[src/rtl/bitop_accel_pkg.sv]
// Shared types, register offsets and field positions for bitop_accel.
package bitop_accel_pkg;

  typedef enum logic [2:0] {
    OP_AND    = 3'd0,
    OP_OR     = 3'd1,
    OP_XOR    = 3'd2,
    OP_NAND   = 3'd3,
    OP_POPCNT = 3'd4
  } op_e;

  localparam logic [11:0] REG_CTRL    = 12'h000;
  localparam logic [11:0] REG_OPA     = 12'h004;
  localparam logic [11:0] REG_OPB     = 12'h008;
  localparam logic [11:0] REG_RESULT  = 12'h00C;
  localparam logic [11:0] REG_STATUS  = 12'h010;
  localparam logic [11:0] REG_IRQ_CLR = 12'h014;

  localparam int unsigned STAT_EMPTY     = 0;
  localparam int unsigned STAT_FULL      = 1;
  localparam int unsigned STAT_OVERFLOW  = 2;
  localparam int unsigned STAT_UNDERFLOW = 3;
  localparam int unsigned STAT_BUSY      = 4;
  localparam int unsigned STAT_CNT_LSB   = 8;

  localparam int unsigned CTRL_OP_LSB = 0;
  localparam int unsigned CTRL_IRQ_EN = 3;

  function automatic logic [3:0] popcnt8(input logic [7:0] v);
    logic [3:0] c;
    c = '0;
    for (int unsigned i = 0; i < 8; i++) c = c + 4'(v[i]);
    return c;
  endfunction

endpackage

[src/rtl/bitop_accel_if.sv]
// Ibex demo-system device bus, grouped for bitop_accel.
interface bitop_accel_if;
  logic        device_req_i;
  logic [31:0] device_addr_i;
  logic        device_we_i;
  logic [3:0]  device_be_i;
  logic [31:0] device_wdata_i;
  logic        device_rvalid_o;
  logic [31:0] device_rdata_o;

  modport master (
    output device_req_i, device_addr_i, device_we_i, device_be_i, device_wdata_i,
    input  device_rvalid_o, device_rdata_o
  );

  modport slave (
    input  device_req_i, device_addr_i, device_we_i, device_be_i, device_wdata_i,
    output device_rvalid_o, device_rdata_o
  );
endinterface

[src/rtl/bitop_fifo.sv]
// Generic synchronous FIFO with combinational head read.
module bitop_fifo #(
  parameter int unsigned Width = 32,
  parameter int unsigned Depth = 4
) (
  input  logic                     clk,
  input  logic                     rst_ni,
  input  logic                     i_push,
  input  logic                     i_pop,
  input  logic [Width-1:0]         i_wdata,
  output logic [Width-1:0]         o_rdata,
  output logic [$clog2(Depth):0]   o_count,
  output logic                     o_full,
  output logic                     o_empty
);
  localparam int unsigned PtrW = $clog2(Depth);

  logic [Width-1:0]  r_mem [Depth];
  logic [PtrW-1:0]   r_wptr, r_rptr;
  logic [PtrW:0]     r_count;
  logic              w_push, w_pop;

  assign o_empty = (r_count == '0);
  assign o_full  = (r_count == (PtrW+1)'(Depth));
  assign w_push  = i_push && !o_full;
  assign w_pop   = i_pop && !o_empty;
  assign o_rdata = r_mem[r_rptr];
  assign o_count = r_count;

  always_ff @(posedge clk or negedge rst_ni) begin
    if (!rst_ni) begin
      for (int unsigned i = 0; i < Depth; i++) r_mem[i] <= '0;
      r_wptr  <= '0;
      r_rptr  <= '0;
      r_count <= '0;
    end else begin
      if (w_push) begin
        r_mem[r_wptr] <= i_wdata;
        r_wptr        <= r_wptr + 1'b1;
      end
      if (w_pop) r_rptr <= r_rptr + 1'b1;
      if (w_push && !w_pop)      r_count <= r_count + 1'b1;
      else if (w_pop && !w_push) r_count <= r_count - 1'b1;
    end
  end
endmodule

[src/rtl/bitop_accel.sv]
// Memory-mapped bitwise-logic accelerator: register decode, compute pipeline, result FIFO.
// Optional popcount op guarded by BITOP_ACCEL_POPCOUNT_EN.
module bitop_accel
  import bitop_accel_pkg::*;
#(
  parameter int unsigned DataWidth = 32,
  parameter int unsigned Depth     = 4,
  parameter int unsigned Latency   = 2
) (
  input  logic             clk,
  input  logic             rst_ni,
  bitop_accel_if.slave     bus,
  output logic             irq_o
);
  localparam logic [31:0] Mask = 32'hFFFF_FFFF >> (32 - DataWidth);
  localparam int unsigned CntW = $clog2(Depth) + 1;

  logic [3:0]           r_ctrl;
  logic [DataWidth-1:0] r_opa;
  logic                 r_irq_pend, r_ovf, r_udf, r_rvalid;
  logic [31:0]          r_rdata;
  logic                 r_vld [Latency];
  logic [31:0]          r_dat [Latency];

  logic [11:0]          w_addr;
  logic                 w_rd, w_wr, w_pop, w_udf_set, w_issue, w_accept, w_push, w_busy;
  logic [31:0]          w_a, w_b, w_and, w_stage_in, w_res, w_credits, w_rmux, w_status;
  logic [DataWidth-1:0] w_fifo_rdata;
  logic [CntW-1:0]      w_count;
  logic                 w_full, w_empty, w_unused;

  assign w_unused = ^{bus.device_be_i, bus.device_addr_i[31:12], bus.device_wdata_i};

  assign w_addr    = bus.device_addr_i[11:0];
  assign w_rd      = bus.device_req_i && !bus.device_we_i;
  assign w_wr      = bus.device_req_i && bus.device_we_i;
  assign w_pop     = w_rd && (w_addr == REG_RESULT) && !w_empty;
  assign w_udf_set = w_rd && (w_addr == REG_RESULT) && w_empty;
  assign w_issue   = w_wr && (w_addr == REG_OPB);
  // Credits are taken before any same-cycle pop, so a full system drops the write.
  assign w_accept  = w_issue && (w_credits < 32'(Depth));
  assign w_push    = r_vld[Latency-1];

  always_comb begin
    w_credits = 32'(w_count);
    w_busy    = 1'b0;
    for (int unsigned i = 0; i < Latency; i++) begin
      w_credits = w_credits + 32'(r_vld[i]);
      w_busy    = w_busy | r_vld[i];
    end
  end

  assign w_a   = 32'(r_opa);
  assign w_b   = bus.device_wdata_i & Mask;
  assign w_and = w_a & w_b;

  always_comb begin
    w_stage_in = '0;
    case (op_e'(r_ctrl[CTRL_OP_LSB +: 3]))
      OP_AND:  w_stage_in = w_and;
      OP_OR:   w_stage_in = w_a | w_b;
      OP_XOR:  w_stage_in = w_a ^ w_b;
      OP_NAND: w_stage_in = ~w_and & Mask;
`ifdef BITOP_ACCEL_POPCOUNT_EN
      // First tree level: per-byte counts packed as nibbles, summed at the last stage.
      OP_POPCNT: w_stage_in = {16'b0, popcnt8(w_and[31:24]), popcnt8(w_and[23:16]),
                               popcnt8(w_and[15:8]), popcnt8(w_and[7:0])};
`endif
      default: w_stage_in = '0;
    endcase
  end

`ifdef BITOP_ACCEL_POPCOUNT_EN
  logic r_pop [Latency];
  logic [5:0] w_pc_sum;

  assign w_pc_sum = 6'(r_dat[Latency-1][3:0])   + 6'(r_dat[Latency-1][7:4])
                  + 6'(r_dat[Latency-1][11:8])  + 6'(r_dat[Latency-1][15:12]);
  assign w_res    = r_pop[Latency-1] ? (32'(w_pc_sum) & Mask) : r_dat[Latency-1];

  always_ff @(posedge clk or negedge rst_ni) begin
    if (!rst_ni) begin
      for (int unsigned i = 0; i < Latency; i++) r_pop[i] <= 1'b0;
    end else begin
      r_pop[0] <= (op_e'(r_ctrl[CTRL_OP_LSB +: 3]) == OP_POPCNT);
      for (int unsigned i = 1; i < Latency; i++) r_pop[i] <= r_pop[i-1];
    end
  end
`else
  assign w_res = r_dat[Latency-1];
`endif

  always_ff @(posedge clk or negedge rst_ni) begin
    if (!rst_ni) begin
      for (int unsigned i = 0; i < Latency; i++) begin
        r_vld[i] <= 1'b0;
        r_dat[i] <= '0;
      end
    end else begin
      r_vld[0] <= w_accept;
      r_dat[0] <= w_stage_in;
      for (int unsigned i = 1; i < Latency; i++) begin
        r_vld[i] <= r_vld[i-1];
        r_dat[i] <= r_dat[i-1];
      end
    end
  end

  bitop_fifo #(.Width(DataWidth), .Depth(Depth)) u_fifo (
    .clk     (clk),
    .rst_ni  (rst_ni),
    .i_push  (w_push),
    .i_pop   (w_pop),
    .i_wdata (w_res[DataWidth-1:0]),
    .o_rdata (w_fifo_rdata),
    .o_count (w_count),
    .o_full  (w_full),
    .o_empty (w_empty)
  );

  always_comb begin
    w_status                         = '0;
    w_status[STAT_EMPTY]             = w_empty;
    w_status[STAT_FULL]              = w_full;
    w_status[STAT_OVERFLOW]          = r_ovf;
    w_status[STAT_UNDERFLOW]         = r_udf;
    w_status[STAT_BUSY]              = w_busy;
    w_status[STAT_CNT_LSB +: 8]      = 8'(w_count);
  end

  always_comb begin
    w_rmux = '0;
    case (w_addr)
      REG_CTRL:   w_rmux = 32'(r_ctrl);
      REG_OPA:    w_rmux = 32'(r_opa);
      REG_RESULT: w_rmux = w_empty ? '0 : 32'(w_fifo_rdata);
      REG_STATUS: w_rmux = w_status;
      default:    w_rmux = '0;
    endcase
  end

  always_ff @(posedge clk or negedge rst_ni) begin
    if (!rst_ni) begin
      r_ctrl     <= '0;
      r_opa      <= '0;
      r_irq_pend <= 1'b0;
      r_ovf      <= 1'b0;
      r_udf      <= 1'b0;
      r_rvalid   <= 1'b0;
      r_rdata    <= '0;
    end else begin
      r_rvalid <= bus.device_req_i;
      r_rdata  <= w_rd ? w_rmux : '0;
      if (w_wr && w_addr == REG_CTRL) r_ctrl <= bus.device_wdata_i[3:0];
      if (w_wr && w_addr == REG_OPA)  r_opa  <= bus.device_wdata_i[DataWidth-1:0];
      if (w_push) r_irq_pend <= 1'b1;
      else if (w_wr && w_addr == REG_IRQ_CLR && bus.device_wdata_i[0]) r_irq_pend <= 1'b0;
      if (w_issue && !w_accept) r_ovf <= 1'b1;
      else if (w_wr && w_addr == REG_IRQ_CLR && bus.device_wdata_i[1]) r_ovf <= 1'b0;
      if (w_udf_set) r_udf <= 1'b1;
      else if (w_wr && w_addr == REG_IRQ_CLR && bus.device_wdata_i[2]) r_udf <= 1'b0;
    end
  end

  assign bus.device_rvalid_o = r_rvalid;
  assign bus.device_rdata_o  = r_rdata;
  assign irq_o               = r_irq_pend & r_ctrl[CTRL_IRQ_EN];
endmodule

[src/flat_wrapper.sv]
// flat-port wrapper written by rule: the top's interface ports become plain ports
module bitop_accel_flat import bitop_accel_pkg::*;
#(
  parameter int unsigned DataWidth = 32,
  parameter int unsigned Depth     = 4,
  parameter int unsigned Latency   = 2
)
  (clk, rst_ni, irq_o, bus_device_req_i, bus_device_addr_i, bus_device_we_i, bus_device_be_i, bus_device_wdata_i, bus_device_rvalid_o, bus_device_rdata_o);
  bitop_accel_if bus_i ();
  input  logic clk;
  input  logic rst_ni;
  output logic irq_o;
  input wire logic [$bits(bus_i.device_req_i)-1:0] bus_device_req_i;
  input wire logic [$bits(bus_i.device_addr_i)-1:0] bus_device_addr_i;
  input wire logic [$bits(bus_i.device_we_i)-1:0] bus_device_we_i;
  input wire logic [$bits(bus_i.device_be_i)-1:0] bus_device_be_i;
  input wire logic [$bits(bus_i.device_wdata_i)-1:0] bus_device_wdata_i;
  output wire logic [$bits(bus_i.device_rvalid_o)-1:0] bus_device_rvalid_o;
  output wire logic [$bits(bus_i.device_rdata_o)-1:0] bus_device_rdata_o;
  assign bus_i.device_req_i = bus_device_req_i;
  assign bus_i.device_addr_i = bus_device_addr_i;
  assign bus_i.device_we_i = bus_device_we_i;
  assign bus_i.device_be_i = bus_device_be_i;
  assign bus_i.device_wdata_i = bus_device_wdata_i;
  assign bus_device_rvalid_o = bus_i.device_rvalid_o;
  assign bus_device_rdata_o = bus_i.device_rdata_o;
  bitop_accel #(.DataWidth(DataWidth), .Depth(Depth), .Latency(Latency)) u_core (.clk(clk), .rst_ni(rst_ni), .bus(bus_i), .irq_o(irq_o));
endmodule
[config.mk]
export PLATFORM = sky130hd
export DESIGN_NAME = bitop_accel_flat
export DESIGN_NICKNAME = d
export VERILOG_FILES = /design/src/rtl/bitop_accel_pkg.sv /design/src/rtl/bitop_accel_if.sv /design/src/rtl/bitop_fifo.sv /design/src/rtl/bitop_accel.sv /design/src/flat_wrapper.sv
export SDC_FILE = /design/constraint.sdc
export NUM_CORES = 1
export LEC_CHECK = 0
export CAP_MARGIN = 20
export CORE_MARGIN = 5
export CORE_UTILIZATION = 60
export DETAILED_ROUTE_END_ITERATION = 12
export DONT_BUFFER_PORTS = 1
export PLACE_DENSITY = 0.76
export RECOVER_POWER = 50
export SLEW_MARGIN = 30
export SYNTH_ARGS = -nofsm -noshare
export SYNTH_HDL_FRONTEND = slang
export SYNTH_SLANG_ARGS = --single-unit
export TNS_END_PERCENT = 10
[constraint.sdc]
create_clock -name clk -period 4.8 [get_ports clk]
set_input_delay 0.72 -clock clk [delete_from_list [all_inputs] [get_ports clk]]
set_output_delay 0.72 -clock clk [all_outputs]
set_load 0.01 [all_outputs]
# Word level (Yosys, flattened, before mapping)
# Cells that the tools add are included.
[word_totals]
regBits = 273
out_inout_bits = 34
elab_cells = 95
[op_classes]
addsub = 6
order_cmp = 4
n_eq_ne = 9
muxes = 18
n_bitwise = 8
n_reduce_logical = 32
[op_table]
columns = ["operator", "count"]
rows = [
  ["$pmux W32 S4", 2],
  ["$mux W32", 5],
  ["$bwmux W128", 1],
  ["$bmux W32 S2", 1],
  ["$demux W32 S2", 1],
  ["$add A32 B1 Y32", 1],
  ["$and A32 B32 Y32", 1],
  ["$lt A32 B3 Y1 const B", 1],
  ["$not A32 Y32", 1],
  ["$or A32 B32 Y32", 1],
  ["$xor A32 B32 Y32", 1],
  ["$eq A12 B4 Y1 const B", 2],
  ["$eq A12 B5 Y1 const B", 2],
  ["$logic_and A1 B1 Y1", 19],
  ["$eq A12 B3 Y1 const B", 1],
  ["$logic_not A12 Y1", 1],
  ["$reduce_bool A2 Y1", 4],
  ["$eq A3 B2 Y1 const B", 2],
  ["$ge A3 B3 Y1 const B", 2],
  ["$logic_not A1 Y1", 6],
  ["$logic_not A3 Y1", 2],
  ["$mux W1", 6],
  ["$mux W3", 2],
  ["$not A2 Y3", 2],
  ["other kinds (9)", 10],
]

# Logic depth before layout (Yosys ltp)
# Gate-level depths: netlist of run 1.
[logic_depth]
depth_word = 8
depth_mapped = 10
mapped_depth_nobuf = 9

# Hierarchy
# A second synthesis of run 1 with hierarchy kept.
[unflattened]
cells_unflattened = 960
hier_area_um2 = 12834.8
[by_module_without_submodules]
columns = ["module", "instances", "cells_each", "area_per_inst_um2", "seq_area_each_um2"]
rows = [
  ["bitop_accel", 1, 614, 6874.1, 3453.3],
  ["bitop_fifo", 1, 346, 5960.7, 3378.2],
]

# Least setup slack after synthesis of run 1
# No wires, ideal clock.
[synth_path]
kind = "input to register"
start = "input bus_device_addr_i[5]"
end = "register u_core.u_fifo.r_count[1], in the netlist u_core.u_fifo.o_count[1]"
setup_time_ps = 125
t_arrival_ps = 2820
path_slack_ps = 1856
path_stages = 8
path_buffers = 1
path_cell_list = "or4_1 > buf_2 > nor4_4 > nand2_1 > ha_1 > inv_1 > fa_1 > mux2_2"
[synth_via]
elab_chain_cells = 7
[synth_lines]
columns = ["item", "line_no", "source"]
rows = [
  ["start, declared", "flat_wrapper.sv:14", "input wire logic [$bits(bus_i.device_addr_i)-1:0] bus_device_addr_i;"],
  ["$eq A12 B4 Y1 *", "bitop_accel.sv:37", "assign w_pop = w_rd && (w_addr == REG_RESULT) && !w_empty;"],
  ["$logic_and A1 B1 Y1 * (2 in series)", "bitop_accel.sv:37", ""],
  ["$logic_and A1 B1 Y1 *", "bitop_fifo.sv:26", "assign w_pop = i_pop && !o_empty;"],
  ["$logic_not A1 Y1", "bitop_fifo.sv:42", "if (w_push && !w_pop) r_count <= r_count + 1'b1;"],
  ["$logic_and A1 B1 Y1", "bitop_fifo.sv:42", ""],
  ["$mux W3 / $reduce_bool A2 Y1 (equally long branches)", "n/a", ""],
  ["end signal, assigned", "bitop_fifo.sv:42", ""],
  ["end signal, assigned", "bitop_fifo.sv:43", "else if (w_pop && !w_push) r_count <= r_count - 1'b1;"],
  ["end, declared", "bitop_fifo.sv:20", "logic [PtrW:0] r_count;"],
]
# Mark *: on every way between the ends. The rest lies on a longest branch, timed or not.
# A chain may end at the register's enable or synchronous reset.

# Worst setup path after layout of run 1
[layout_path]
start = "register u_core.u_fifo.r_count[0], in the netlist u_core.u_fifo.o_count[0]"
end = "register u_core.u_fifo.r_count[2], in the netlist u_core.u_fifo.o_count[2]"
[layout_lines]
columns = ["item", "line_no", "source"]
rows = [
  ["$eq A3 B3 Y1 *", "bitop_fifo.sv:24", "assign o_full = (r_count == (PtrW+1)'(Depth));"],
  ["$logic_not A1 Y1 *", "bitop_fifo.sv:25", "assign w_push = i_push && !o_full;"],
  ["$logic_and A1 B1 Y1 *", "bitop_fifo.sv:25", ""],
  ["named net u_core.u_fifo.w_push", "bitop_fifo.sv:21", "logic w_push, w_pop;"],
  ["$logic_not A1 Y1", "bitop_fifo.sv:43", ""],
  ["$logic_and A1 B1 Y1", "bitop_fifo.sv:43", ""],
  ["$reduce_bool A2 Y1 (no line)", "n/a", ""],
]
# The timed path passes the listed nets; every way through them passes the cells marked *. The select of a mux whose other input is x is not followed.

==> results.py, run 1 <==
metrics = {
    "floorplanning": {
        "dieArea_um2": 24100,
        "die_x_um": 155,
        "core_um2": 20900,
        "start_util": 0.606,
        "rows": 53,
        "ios": 106,
        "die_height_um": 155,
    },
    "timing": {
        "fin_crit_ns": 2.51,
        "setup-tns-final_ns": 0,
        "period_share": 0.522,
        "rsz0062_at_grt": "false",
        "maxSlewViolCount": 0,
        "max_freq_mhz": 399,
        "worst_pin_slew_ns": 0.898,
        "hold_violations": 61,
        "whs_ns": -0.109,
        "finalSetupViolations": 0,
        "skew_ns": 0.00749,
        "max-slew-margin-rel": 0.400,
    },
    "clock_network": {
        "clkSinkCount": 273,
        "worstSkewPairLatency_ns": 0.53,
        "root_buffer": "clkbuf_16",
        "clk_pin_slew_ns": 0.06,
        "cts_inserted_buffers": 29,
        "htreeDepth": 1,
        "cts_tree": "built",
        "cts_buffer_depth": 3,
    },
    "critical_path": {
        "required_ns": 5.25,
        "critPathMaxFanout": 8,
        "worstPathArrival_ns": 2.95,
        "criticalPathCategory": "reg2reg",
        "cp-start-kind": "flip-flop",
        "critPathCaptureType": "flip-flop",
    },
    "global_route": {
        "grt_pass1_wl_mm": 42.0,
        "grt_usage": 0.219,
        "grt_overflow": 0,
        "grt_max_degree": 274,
        "grt_pass1_vias": 7895,
        "antenna_found_initial": 0,
    },
    "layout": {
        "fillers": 1493,
        "final_nets": 1069,
        "drive_gt1_frac": 0.245,
        "design_area_um2": 13800,
        "synthToLayoutAreaGrowth_pct": 8.82,
        "antenna_cells": 0,
    },
    "power": {
        "power_leakage_nw": 6.35,
        "p_per_area_nw_per_um2": 324,
        "ir_drop_mv": 0.420,
    },
    "placed_design": {
        "place_congestion": 0.825,
        "place_hpwl_mm": 15.5,
        "placed_area_um2": 12900,
        "port_buffers": 0,
    },
    "logic_synthesis": {
        "synth_top_family_by_area": "multiplexers",
        "synth_simple_gate_area_frac": 0.0459,
        "synth_enable_flop_cells": 0,
        "synth.distinct_cells": 45,
        "async_flop_share": 1.00,
        "yosys.area_share.xor_xnor": 0.00415,
        "yosysTopAreaCell": "dfrtp_1",
        "synthCells": 933,
        "yosysWarnings": 0,
        "synth_compound_area_frac": 0.0475,
        "synth_top_area_share": 0.540,
        "syn_nets": 1077,
        "synthTopCellsByArea": "dfrtp_1 54%, mux2_2 12%, mux2i_1 7.6%",
        "netlist_area_um2": 12700,
        "yosysSeqAreaShare": 0.540,
        "yosys-mux-area-fraction": 0.250,
        "synthAdderAreaFrac": 0.0718,
        "ys.flop_type": "dfrtp_1",
        "synth_seq_cells": 273,
        "synth.avg_cell_area_um2": 13.6,
    },
    "drt": {
        "drt_iter0_drc": 499,
        "wire_per_inst_um": 21.3,
        "firstDrtPassIters": 5,
        "dr_total_vias": 7326,
        "drt-total-wl_mm": 26.0,
        "postRouteAntennaNets": 0,
        "vias_per_cell": 6.02,
        "drcViolationCount": 0,
    },
    "outcome": {
        "status": "finished with violations",
        "violations": "hold timing",
    },
    "job": {
        "drv_cap": 0,
    },
    "min_path": {
        "hp-class": "in2async",
    },
}
metal layers:
metal	vias to the layer above	global-route usage	wire length [µm]
li1	3291	-	-
met1	3812	0.305	11300
met2	174	0.366	12800
met3	49	0.0323	1250
met4	0	0.0584	593
met5	-	0	0
logic make-up after synthesis:
kind of cell	Yosys count
flops	273
mux	260
buf+inv	124
simple gates	116
compound gates	82
fa+ha+maj	72
xor+xnor	6
final cells by class:
class                   count  area (µm²)  share of cell area
clock inverters             6        65.1             0.00472
clock buffers              41         821              0.0596
well taps                 275         344              0.0250
multi-input cells         536        5330               0.387
flip-flops and latches    273        6840               0.497
repair buffers             16         120             0.00872
inverters                  69         259              0.0188
report_power, final:
| part | internal (mW) | switching, mW | total (mW) |
|---|---|---|---|
| registers | 2.31 | 0.00425 | 2.31 |
| logic | 0.0270 | 0.0338 | 0.0608 |
| clock network | 1.23 | 0.858 | 2.09 |
registers in the layout, summed over array words and instances, names as in the netlist:
register and cells:
u_core.r_ctrl 4, u_core.u_fifo.r_wptr 2, u_core.bus.device_rdata_o 32, u_core.r_vld 1, u_core.r_opa 32, u_core.u_fifo.r_mem 128
u_core.bus.device_rvalid_o 1, u_core.r_udf 1, u_core.r_ovf 1, u_core.r_irq_pend 1, u_core.u_fifo.r_rptr 2, u_core.r_dat 32
u_core.u_fifo.o_count 3, u_core.w_res 32, u_core.w_push 1
synth_stat cells, types with 2 or more instances:
library cell    n
mux2_2        132
nand2_1        14
a211oi_1       31
xnor2_1         4
buf_1          23
clkbuf_1       21
a21oi_1         4
a31oi_1         6
nor4_1          2
inv_1          69
a222oi_1        3
dfrtp_1       273
nand4_1         5
a22o_1          2
a32o_1          2
mux2i_1        96
or4_1           2
xor2_1          2
nand3_1        10
nor3_1          4
and2_1          2
ha_1           71
a22oi_1        24
buf_8           3
nor2_1         65
o21ai_0         6
buf_2           7
mux4_2         32
nor4_4          2
worst max-delay path, cell delays in order (launching register included):
cell and delay [ns]:
dfrtp_1 0.53, nor2_1 0.12, a21boi_1 0.57, ha_1 0.31, inv_1 0.07, fa_1 0.37
xor2_1 0.16, nor2_1 0.14, xor2_1 0.16
layout by cell type (no fill, tap or decap), types with 7 or more instances in the layout:
master	instances
a211oi_1	31
a22oi_1	24
buf_4	16
clkbuf_1	7
clkbuf_16	29
dfrtp_1	271
ha_1	71
inv_1	68
mux2_2	132
mux2i_1	96
mux4_2	32
nand2_1	14
nand3_1	10
nor2_1	65
through the flow:
stage	setup slack, ns	hold WS [ns]	cells	utilization	power [mW]
floorplan	1.86	0.331	933	-	2.40
global placement	1.56	0.332	1168	0.616	2.41
detailed placement	1.79	0.336	1169	0.616	2.41
CTS	2.19	-0.130	1216	0.659	4.51
global route	2.21	-0.136	1216	0.659	4.61
finish	2.29	-0.109	1216	0.659	4.46
what timing repair did:
item	in CTS	in global routing
setup buffers	0	0
resized for setup	0	0
setup endpoints to repair	0	0
endpoints found under the hold margin	273	273
worst paths after layout:
kind                                     startpoint                       endpoint  slack [ns]  cells past startpoint
max                        u_core.u_fifo.o_count[0]       u_core.u_fifo.o_count[2]        2.29                      8
min                                          rst_ni        u_core.u_fifo.r_wptr[0]       -0.11                      0
max reg2reg                u_core.u_fifo.o_count[0]       u_core.u_fifo.o_count[2]        2.29                      8
min reg2reg                        u_core.r_dat[59]               u_core.w_res[27]        0.34                      0
max in group asynchronous                    rst_ni  u_core.bus.device_rdata_o[21]        4.29                      0
min in group clk                   bus_device_req_i     u_core.bus.device_rvalid_o        0.22                      0
Power figures use the tool's default switching activity.
==> run 2: changes to the inputs <==
--- a/config.mk
+++ b/config.mk
@@ -7,7 +7,7 @@
 export LEC_CHECK = 0
 export CAP_MARGIN = 20
 export CORE_MARGIN = 5
-export CORE_UTILIZATION = 60
+export CORE_UTILIZATION = 58
 export DETAILED_ROUTE_END_ITERATION = 12
 export DONT_BUFFER_PORTS = 1
 export PLACE_DENSITY = 0.76
==> constraint.sdc (replaced) <==
create_clock -name clk -period 2.1 [get_ports clk]
set_input_delay 0.315 -clock clk [delete_from_list [all_inputs] [get_ports clk]]
set_output_delay 0.315 -clock clk [all_outputs]
set_load 0.01 [all_outputs]
==> run 2 against run 1 <==
  * The flow still finishes with violations (hold timing)
  * Clock skew grew 0.0012 ns
  * Cell count grew 5.9%
  * Total power grew 140%
  * Clock power grew to 2.6 times the previous value
  * Sequential power grew 130%
  * Non-clock buffer count grew 61
  * Core utilization grew 1.5 points
  * Register-to-register slack lost 2.2 ns
  * Critical endpoint is now u_core.u_fifo.o_count[1]
  * Largest cell class unchanged
==> results.py, run 2 (synthesized netlist as in run 1, its figures left out) <==
metrics = {
    "power": {
        "pwr-share-clk": 0.493,
        "p_sw_mw": 2.14,
        "seq_power_share": 0.488,
        "power_leakage_nw": 6.74,
        "combPwrFrac": 0.019,
        "ir_drop_mv": 0.638,
        "switching_share": 0.198,
        "p_int_mw": 8.68,
        "p_per_area_nw_per_um2": 740,
    },
    "global_route": {
        "use_met2": 0.358,
        "gr-usage-met1": 0.312,
        "antenna_found_initial": 0,
        "grt_usage": 0.219,
        "top_usage_layer": "met2",
        "grt_max_degree": 274,
        "grt_pass1_wl_mm": 43.0,
        "grt_overflow": 0,
        "globalRouteMet3Util": 0.0325,
        "grt_pass1_vias": 8038,
    },
    "job": {
        "drv_cap": 0,
    },
    "clock_network": {
        "cts_buffer_depth": 3,
        "cts_inserted_buffers": 29,
        "root_buffer": "clkbuf_16",
        "htreeDepth": 1,
        "clk_pin_slew_ns": 0.06,
        "worstSkewPairLatency_ns": 0.54,
        "clkSinkCount": 273,
        "cts_tree": "built",
        "ctsHoldBuffers": 35,
    },
    "drt": {
        "wire_per_inst_um": 20.4,
        "drt-total-wl_mm": 26.3,
        "dr_total_vias": 7546,
        "postRouteAntennaNets": 0,
        "drt_iter0_drc": 440,
        "firstDrtPassIters": 6,
        "drcViolationCount": 0,
        "vias_per_cell": 5.86,
    },
    "timing": {
        "maxSlewViolCount": 0,
        "max_freq_mhz": 506,
        "finalSetupViolations": 0,
        "period_share": 0.942,
        "rsz0062_at_grt": "false",
        "whs_ns": -0.514,
        "max-slew-margin-rel": 0.532,
        "worst_pin_slew_ns": 0.696,
        "hold_violations": 273,
        "skew_ns": 0.00867,
        "fin_crit_ns": 1.98,
    },
    "layout": {
        "antenna_cells": 0,
        "layout_commonest_cell": "dfrtp_1",
        "largest_reg_flops": 128,
        "max_flop_register": "u_core.u_fifo.r_mem",
        "synthToLayoutAreaGrowth_pct": 15.5,
        "final_nets": 1130,
        "design_area_um2": 14600,
        "fin_cells": 1288,
        "final_cell_mix": "270 x dfrtp_1, 132 x mux2_2, 96 x mux2i_1, 70 x ha_1, 67 x inv_1",
        "drive_gt1_frac": 0.272,
    },
    "floorplanning": {
        "start_util": 0.584,
        "ios": 106,
        "die_height_um": 158,
        "core_um2": 21700,
        "dieArea_um2": 24900,
        "die_x_um": 158,
        "rows": 54,
    },
    "critical_path": {
        "criticalPathCategory": "reg2reg",
        "required_ns": 2.52,
        "crit_chain": "nor3_2 -> buf_4 -> nor4_4 -> nand2_1 -> ha_2 -> inv_2 -> fa_1 -> mux2_2",
        "critPathCaptureType": "flip-flop",
        "critPathMaxStageDelay_ns": 0.40,
        "path_buf_inv": 2,
        "path_delay_family": "adder cells",
        "cp-start-kind": "flip-flop",
        "worstPathArrival_ns": 2.40,
        "critPathMaxFanout": 2,
        "worst_path_max_delay_cell": "fa_1",
    },
    "outcome": {
        "status": "finished with violations",
        "violations": "hold timing",
    },
    "placed_design": {
        "dp_cells": 1197,
        "place_congestion": 0.844,
        "place_hpwl_mm": 16.2,
        "placed_area_um2": 13200,
        "port_buffers": 0,
    },
    "min_path": {
        "hp-class": "in2async",
    },
}
-- run 2: changes by cell type in the layout (fill, tap and decap cells not counted), sizes merged --
cell / before / now
clkinvlp: 0 / 2
dlygate4sd3: 0 / 35
inv: 71 / 70
clkbuf: 41 / 39
buf: 16 / 42
bufinv: 1 / 4
clkinv: 3 / 7
-- run 2: timing repair --
action	CTS	global route
endpoints found under the hold margin	314	273
endpoints found under the setup margin	1	2
pin swaps	0	0
setup buffers	0	3
resized for setup	1	2
-- run 2: cell type report --
cell class | instances | area (µm²)
flip-flops and latches | 273 | 6840
well taps | 280 | 350
inverters | 69 | 259
clock inverters | 14 | 179
multi-input cells | 536 | 5330
clock buffers | 39 | 843
fillers | 1496 | 7070
repair buffers | 77 | 816
-- run 2: routing by layer --
layer	up-vias	wire length (µm)
li1	3425	-
met1	3920	11600
met2	164	12900
met3	37	1240
met4	0	501
met5	-	0
-- run 2: final timing paths --
path | startpoint | endpoint | slack (ns) | cells past startpoint
setup / recovery | u_core.u_fifo.o_count[1] | u_core.u_fifo.o_count[1] | 0.12 | 8
hold / removal | rst_ni | u_core.bus.device_rdata_o[6] | -0.51 | 0
setup reg to reg | u_core.u_fifo.o_count[1] | u_core.u_fifo.o_count[1] | 0.12 | 8
hold reg to reg | u_core.r_dat[43] | u_core.w_res[11] | 0.35 | 0
max in group asynchronous | rst_ni | u_core.u_fifo.r_wptr[0] | 2.18 | 0
min in group clk | bus_device_addr_i[3] | u_core.bus.device_rdata_o[2] | 0.02 | 3
-- run 2: power groups by stage --
stage / Sequential [mW] / Combinational, mW / Clock [mW]
global placement: 5.38 / 0.138 / 0
detailed placement: 5.38 / 0.143 / 0
CTS: 5.28 / 0.205 / 5.45
finish: 5.28 / 0.205 / 5.33
floorplan: 5.38 / 0.114 / 0
global route: 5.28 / 0.230 / 5.69
-- run 2: worst reg2reg max path: stages (launching register included) --
cell	delay (ns)
dfrtp_1	0.36
nor3_2	0.05
buf_4	0.14
nor4_4	0.27
nand2_1	0.12
ha_2	0.20
inv_2	0.05
fa_1	0.40
mux2_2	0.26
-- run 2: per-stage QoR --
stage | setup TNS [ns] | hold slack, ns | total power [mW] | utilization | setup slack [ns]
floorplan | -0.595 | 0.0194 | 5.49 | - | -0.378
global placement | -1.30 | 0.0324 | 5.52 | 0.609 | -0.183
detailed placement | -1.87 | 0.0262 | 5.52 | 0.609 | -0.249
CTS | 0 | -0.543 | 10.9 | 0.673 | 0.0333
global route | 0 | -0.541 | 11.2 | 0.674 | 0.00405
finish | 0 | -0.514 | 10.8 | 0.674 | 0.122
